<file path="src/rtl/fp_mul_result_stage.sv">
// Registered result stage for a combinational fp multiplier: classifies each result,
// derives IEEE-754 exception flags, accumulates sticky flags and buffers entries in an in-order FIFO.
module fp_mul_result_stage #(
    parameter int DEPTH = 2,
    parameter int CNT_W = 16
) (
    input  logic             clk,
    input  logic             rst,
    input  logic             in_valid,
    output logic             in_ready,
    input  logic [31:0]      in_num1,
    input  logic [31:0]      in_num2,
    input  logic [31:0]      in_result,
    output logic             out_valid,
    input  logic             out_ready,
    output logic [31:0]      out_result,
    output logic [2:0]       out_class,
    output logic [2:0]       out_flags,
    output logic [2:0]       sticky_flags,
    input  logic             flags_clr,
    output logic [CNT_W-1:0] result_count
);
    // Handshake: a transfer happens on a rising edge where valid and ready are both high.
    // in_ready depends on registered FIFO state only, never on out_ready.

    localparam int AW = $clog2(DEPTH);
    localparam int EW = 38;

    localparam logic [2:0] CLS_ZERO = 3'd0;
    localparam logic [2:0] CLS_SUB  = 3'd1;
    localparam logic [2:0] CLS_NORM = 3'd2;
    localparam logic [2:0] CLS_INF  = 3'd3;
    localparam logic [2:0] CLS_QNAN = 3'd4;
    localparam logic [2:0] CLS_SNAN = 3'd5;

    localparam logic [AW:0]      PTR_ONE = 1;
    localparam logic [AW-1:0]    IDX_ONE = 1;
    localparam logic [CNT_W-1:0] CNT_ONE = 1;

    function automatic logic [2:0] fp_class(input logic [31:0] v);
        logic [7:0]  e;
        logic [22:0] f;
        e = v[30:23];
        f = v[22:0];
        if (e == 8'h00)      fp_class = (f == 23'd0) ? CLS_ZERO : CLS_SUB;
        else if (e == 8'hFF) begin
            if (f == 23'd0)  fp_class = CLS_INF;
            else if (f[22])  fp_class = CLS_QNAN;
            else             fp_class = CLS_SNAN;
        end
        else                 fp_class = CLS_NORM;
    endfunction

    logic [EW-1:0] mem [DEPTH];
    logic [AW:0]   wr_ptr;
    logic [AW:0]   rd_ptr;
    logic          full;
    logic          empty;
    logic          push;
    logic          pop;

    logic [2:0] cls_a;
    logic [2:0] cls_b;
    logic [2:0] cls_r;
    logic       fin_a;
    logic       fin_b;
    logic       nz_a;
    logic       nz_b;
    logic       flag_inv;
    logic       flag_ovf;
    logic       flag_unf;
    logic [2:0] new_flags;
    logic [AW-1:0] head_idx;
    logic [EW-1:0] head;

    assign full  = (wr_ptr[AW] != rd_ptr[AW]) && (wr_ptr[AW-1:0] == rd_ptr[AW-1:0]);
    assign empty = (wr_ptr == rd_ptr);

    assign in_ready  = !full;
    assign out_valid = !empty;
    assign push      = in_valid && in_ready;
    assign pop       = out_valid && out_ready;

    assign cls_a = fp_class(in_num1);
    assign cls_b = fp_class(in_num2);
    assign cls_r = fp_class(in_result);

    // Finite here means zero, subnormal or normal; infinities and NaNs are excluded.
    assign fin_a = (cls_a == CLS_ZERO) || (cls_a == CLS_SUB) || (cls_a == CLS_NORM);
    assign fin_b = (cls_b == CLS_ZERO) || (cls_b == CLS_SUB) || (cls_b == CLS_NORM);
    assign nz_a  = (cls_a == CLS_SUB) || (cls_a == CLS_NORM);
    assign nz_b  = (cls_b == CLS_SUB) || (cls_b == CLS_NORM);

    assign flag_inv = (cls_a == CLS_SNAN) || (cls_b == CLS_SNAN) ||
                      ((cls_a == CLS_ZERO) && (cls_b == CLS_INF)) ||
                      ((cls_a == CLS_INF) && (cls_b == CLS_ZERO));
    assign flag_ovf = fin_a && fin_b && (cls_r == CLS_INF);
    assign flag_unf = nz_a && nz_b && ((cls_r == CLS_ZERO) || (cls_r == CLS_SUB));
    assign new_flags = {flag_inv, flag_ovf, flag_unf};

    // When empty, the slot behind the read pointer holds the last popped entry (zero after reset).
    assign head_idx = empty ? (rd_ptr[AW-1:0] - IDX_ONE) : rd_ptr[AW-1:0];
    assign head     = mem[head_idx];

    assign out_result = head[37:6];
    assign out_class  = head[5:3];
    assign out_flags  = head[2:0];

    always_ff @(posedge clk or posedge rst) begin
        if (rst) begin
            wr_ptr <= '0;
            rd_ptr <= '0;
            for (int i = 0; i < DEPTH; i++) begin
                mem[i] <= '0;
            end
        end else begin
            if (push) begin
                mem[wr_ptr[AW-1:0]] <= {in_result, cls_r, new_flags};
                wr_ptr <= wr_ptr + PTR_ONE;
            end
            if (pop) begin
                rd_ptr <= rd_ptr + PTR_ONE;
            end
        end
    end

    // A flag raised by a push in the same cycle as a clear survives the clear.
    always_ff @(posedge clk or posedge rst) begin
        if (rst) begin
            sticky_flags <= '0;
            result_count <= '0;
        end else begin
            sticky_flags <= (flags_clr ? 3'b000 : sticky_flags) | (push ? new_flags : 3'b000);
            if (push) begin
                result_count <= result_count + CNT_ONE;
            end
        end
    end

endmodule

</file>
<file path="config.mk">
export PLATFORM = sky130hd
export DESIGN_NAME = fp_mul_result_stage
export DESIGN_NICKNAME = d
export VERILOG_FILES = /design/src/rtl/fp_mul_result_stage.sv
export SDC_FILE = /design/constraint.sdc
export NUM_CORES = 1
export LEC_CHECK = 0
export CAP_MARGIN = 20
export CORE_MARGIN = 10
export CORE_UTILIZATION = 46
export DETAILED_ROUTE_END_ITERATION = 6
export GPL_ROUTABILITY_DRIVEN = 0
export GPL_TIMING_DRIVEN = 0
export HOLD_SLACK_MARGIN = 0.03
export PLACE_DENSITY = 0.81
export SYNTH_ARGS = -nofsm -noshare
export SYNTH_HDL_FRONTEND = slang
export SYNTH_SLANG_ARGS = --single-unit
</file>
<file path="constraint.sdc">
create_clock -name clk -period 3.9 [get_ports clk]
set_input_delay 0.585 -clock clk [delete_from_list [all_inputs] [get_ports clk]]
set_output_delay 0.585 -clock clk [all_outputs]
set_load 0.02 [all_outputs]
</file>
==> impl_results.md, run 1 <==
* Quantity of hold-fixing buffers added after cts at 0
* Worst Clk Skew at 8.38 ps
* Number of buffers inserted by post-CTS setup repair at 0
* Setup crit end kind: output port
* Wire length of the first global-routing pass at 20700 um
* Kind of start point of the critical path: flip-flop
* Worst Hold Class: flip-flop to flip-flop
* Share of the clock period used by the worst path after layout at 85.7%
* Fraction of final layout cells sized beyond drive strength 1 at 25.8%
* Height of the die at 121 um
* Die area at 14500 um2
* Total inserted antenna cells at 0
* VDD IR-drop max at 739 uV
* Status: completed
* Clk Latency, worst-skew pair at 360 ps
* CP bufs+invs at 3
* IO Port Bufs at 157
* X dimension of the die at 121 um
* Post-route DRC at 0
* Combinational family with the most area after synthesis: multiplexers
* Synthesized-area fraction occupied by adder cells at 0.269%
* Maximum fanout along the worst path at 10
* Flip-flop cell with the highest count after synthesis: sky130_fd_sc_hd__dfrtp_1
* Core Region at 9820 um2
* Via density per instance at 5.22
* Arrival time worst endpoint at 2760 ps
* Top Metal Used: met4
* Syn Inst Count at 364
* Number of antenna violations at the first check in global routing at 0
* Total clock buffers created by CTS at 9
* Async set-or-reset flop fraction in the synthesized netlist at 100%
* Count of boundary I/O pins at 160
* Effective utilization at floorplan at 47.3%
* Mapped cell area at 4650 um2
* Leakage power total at 0.00265 uW
* Final nets at 635
* Largest net degree at the start of global routing at 52
* Final critical-path required period at 3340 ps
* Net Count, Synth at 466
* Highest-count cells in the layout ignoring fill and taps: sky130_fd_sc_hd__clkdlybuf4s50_1, sky130_fd_sc_hd__mux2_2, sky130_fd_sc_hd__dfrtp_1, sky130_fd_sc_hd__nand2_1, sky130_fd_sc_hd__xnor2_1
* Number of placed instances with taps included at 655
* Slowest stage cell on the critical path: sky130_fd_sc_hd__clkdlybuf4s50_1
* Path type of the worst setup path: flip-flop to output port
* Max Buffers Root-to-Sink at 2
* Slowest cell delay on critical path at 550 ps
* P per Cell Area at 863 nW/um2
* DRC marker count from the first detailed-route iteration at 167
* Total GRT Usage at 17.6%
* Vias in the first global route at 4019
* Chain of cells forming the critical path: xor2_2 > o21ai_0 > buf_4 > buf_4 > mux2_2 > clkdlybuf4s50_1
* Wire length the detailed router placed on met1 at 4980 um
* Required time worst endpoint at 3310 ps
* Cell variety after synth at 33
* Reg clk slew, reported paths at 90 ps
* Number of H-tree levels at 3
* Finish-stage setup viols at 0
* Overall power consumption at 5710 uW
* Post-synth EDFFs at 0
* CTS tree: yes
* Syn-to-layout area delta at 42.2%
* Final Hold Vio Count at 0
* Resized cells post-CTS at 0
* Number of standard cells in the final layout excluding fillers at 671
* Number of storage elements in the synthesis netlist at 99
* Number of clock sinks seen by CTS at 99
* Top cell by count, worst path: sky130_fd_sc_hd__buf_4
* Fraction of the mapped netlist area in simple logic gates at 11.1%
* Slew @ Worst Pin at 636 ps
* Total congestion overflow at 0
* Area fraction in compound gates after synthesis at 3.53%
* Multiplexer share of the synthesized area at 24.7%
* Max-Slew Margin vs Limit at 57.6%
* DR WL/cell at 18.9 um
* Pins Over Slew Limit at 0
* Total Wirelength at 12700 um
* Commonest non-fill, non-tap cell in the layout: sky130_fd_sc_hd__clkdlybuf4s50_1
* Met2 wire len at 6720 um
* Post-route ant nets at 0
* Number of maximum-capacitance constraint violations at 0
* Max Clk Rate at 299 MHz
* Count of yosys warnings during synthesis at 0
* Std-Cell Rows at 36
* Sequential area share after synthesis at 53.3%
* Vias post-DR at 3502
* DP HPWL at 10200 um
* RSZ-0062 raised after global routing: false
* Synthesized-area fraction occupied by xor and xnor cells at 4.12%
* Detailed route wirelength on metal3 at 881 um
* First drt pass iteration count at 4
* CTS root buffer: sky130_fd_sc_hd__clkbuf_8
* Worst path top cell family by delay: buffers and inverters
* Mean instance size in the synthesized netlist at 12.8 um2
registers in the layout, indices dropped and copies added, names as in the netlist:
name and flops:
sticky_flags 3, mem 76, rd_ptr 2, wr_ptr 2
result_count 16
per-layer routing:
layer / track usage (%) / vias up
met2: 31.4 / 94
met1: 19.4 / 1736
met3: 6.61 / 15
li1: - / 1657
met5: 0 / -
met4: 4.07 / 0
where the power goes:
group / switching, uW / total, uW / internal [uW]
Sequential: 242 / 1680 / 1440
Combinational: 1550 / 3370 / 1820
Clock: 339 / 653 / 314
cell usage after synthesis, types with 2 or more instances:
library cell / count / area [um2]
sky130_fd_sc_hd__nand4_1: 12 / 75.1
sky130_fd_sc_hd__buf_2: 4 / 20.0
sky130_fd_sc_hd__o22ai_1: 3 / 18.8
sky130_fd_sc_hd__inv_1: 4 / 15.0
sky130_fd_sc_hd__buf_6: 7 / 78.8
sky130_fd_sc_hd__and2_1: 2 / 12.5
sky130_fd_sc_hd__nand2_1: 29 / 109
sky130_fd_sc_hd__dfrtp_1: 99 / 2480
sky130_fd_sc_hd__or4_1: 4 / 30.0
sky130_fd_sc_hd__xnor2_1: 19 / 166
sky130_fd_sc_hd__and4_1: 4 / 35.0
sky130_fd_sc_hd__nor2_1: 9 / 33.8
sky130_fd_sc_hd__buf_4: 3 / 22.5
sky130_fd_sc_hd__nor3_1: 7 / 35.0
sky130_fd_sc_hd__nand3_1: 6 / 30.0
sky130_fd_sc_hd__o21ai_1: 2 / 10.0
sky130_fd_sc_hd__nand2b_1: 5 / 31.3
sky130_fd_sc_hd__mux2_2: 102 / 1150
sky130_fd_sc_hd__o21ai_0: 12 / 60.1
sky130_fd_sc_hd__nor4_1: 17 / 106
sky130_fd_sc_hd__o211ai_1: 2 / 15.0
final timing paths:
kind | start | end | slack [ps] | depth (start not counted)
max reg2reg | rd_ptr[0] | mem[28] | 1960 | 5
max | rd_ptr[1] | out_result[20] | 560 | 6
min in group asynchronous | rst | result_count[11] | 670 | 2
min reg2reg | result_count[15] | result_count[15] | 480 | 1
max in group asynchronous | rst | mem[46] | 2560 | 3
min | result_count[15] | result_count[15] | 480 | 1
area by class of cell:
| cell class | count | area (um2) |
|---|---|---|
| tap | 133 | 166 |
| fill | 760 | 3210 |
| multi-input combinational | 247 | 2030 |
| clock buffer | 12 | 145 |
| sequential | 99 | 2480 |
| inverter | 4 | 17.5 |
| timing repair buffer | 158 | 1600 |
| buffer | 14 | 121 |
| clock inverter | 4 | 50.0 |
cells by family after synthesis:
group           after synthesis
fa+ha+maj                     1
xor+xnor                     21
flops                        99
buf+inv                      18
simple gates                 98
compound gates               25
mux                         102
metrics by stage:
stage | instance area [um2] | utilization, % | setup TNS [ps] | hold slack, ps | worst slack, ps
detailed placement | 6410 | 65.3 | 0 | 467 | 954
floorplan | 4650 | - | 0 | 444 | 725
global placement | 6380 | 65.0 | -59020 | 457 | -600
CTS | 6610 | 67.3 | 0 | 483 | 527
finish | 6610 | 67.3 | 0 | 478 | 558
global route | 6610 | 67.3 | 0 | 505 | 409
(Power assumes the default switching activity.)
==> run 2: changes to the inputs <==
- GPL_ROUTABILITY_DRIVEN: 0 -> default
==> results of run 2 <==
Final layout, timing and power as in run 1 (identical DEF).
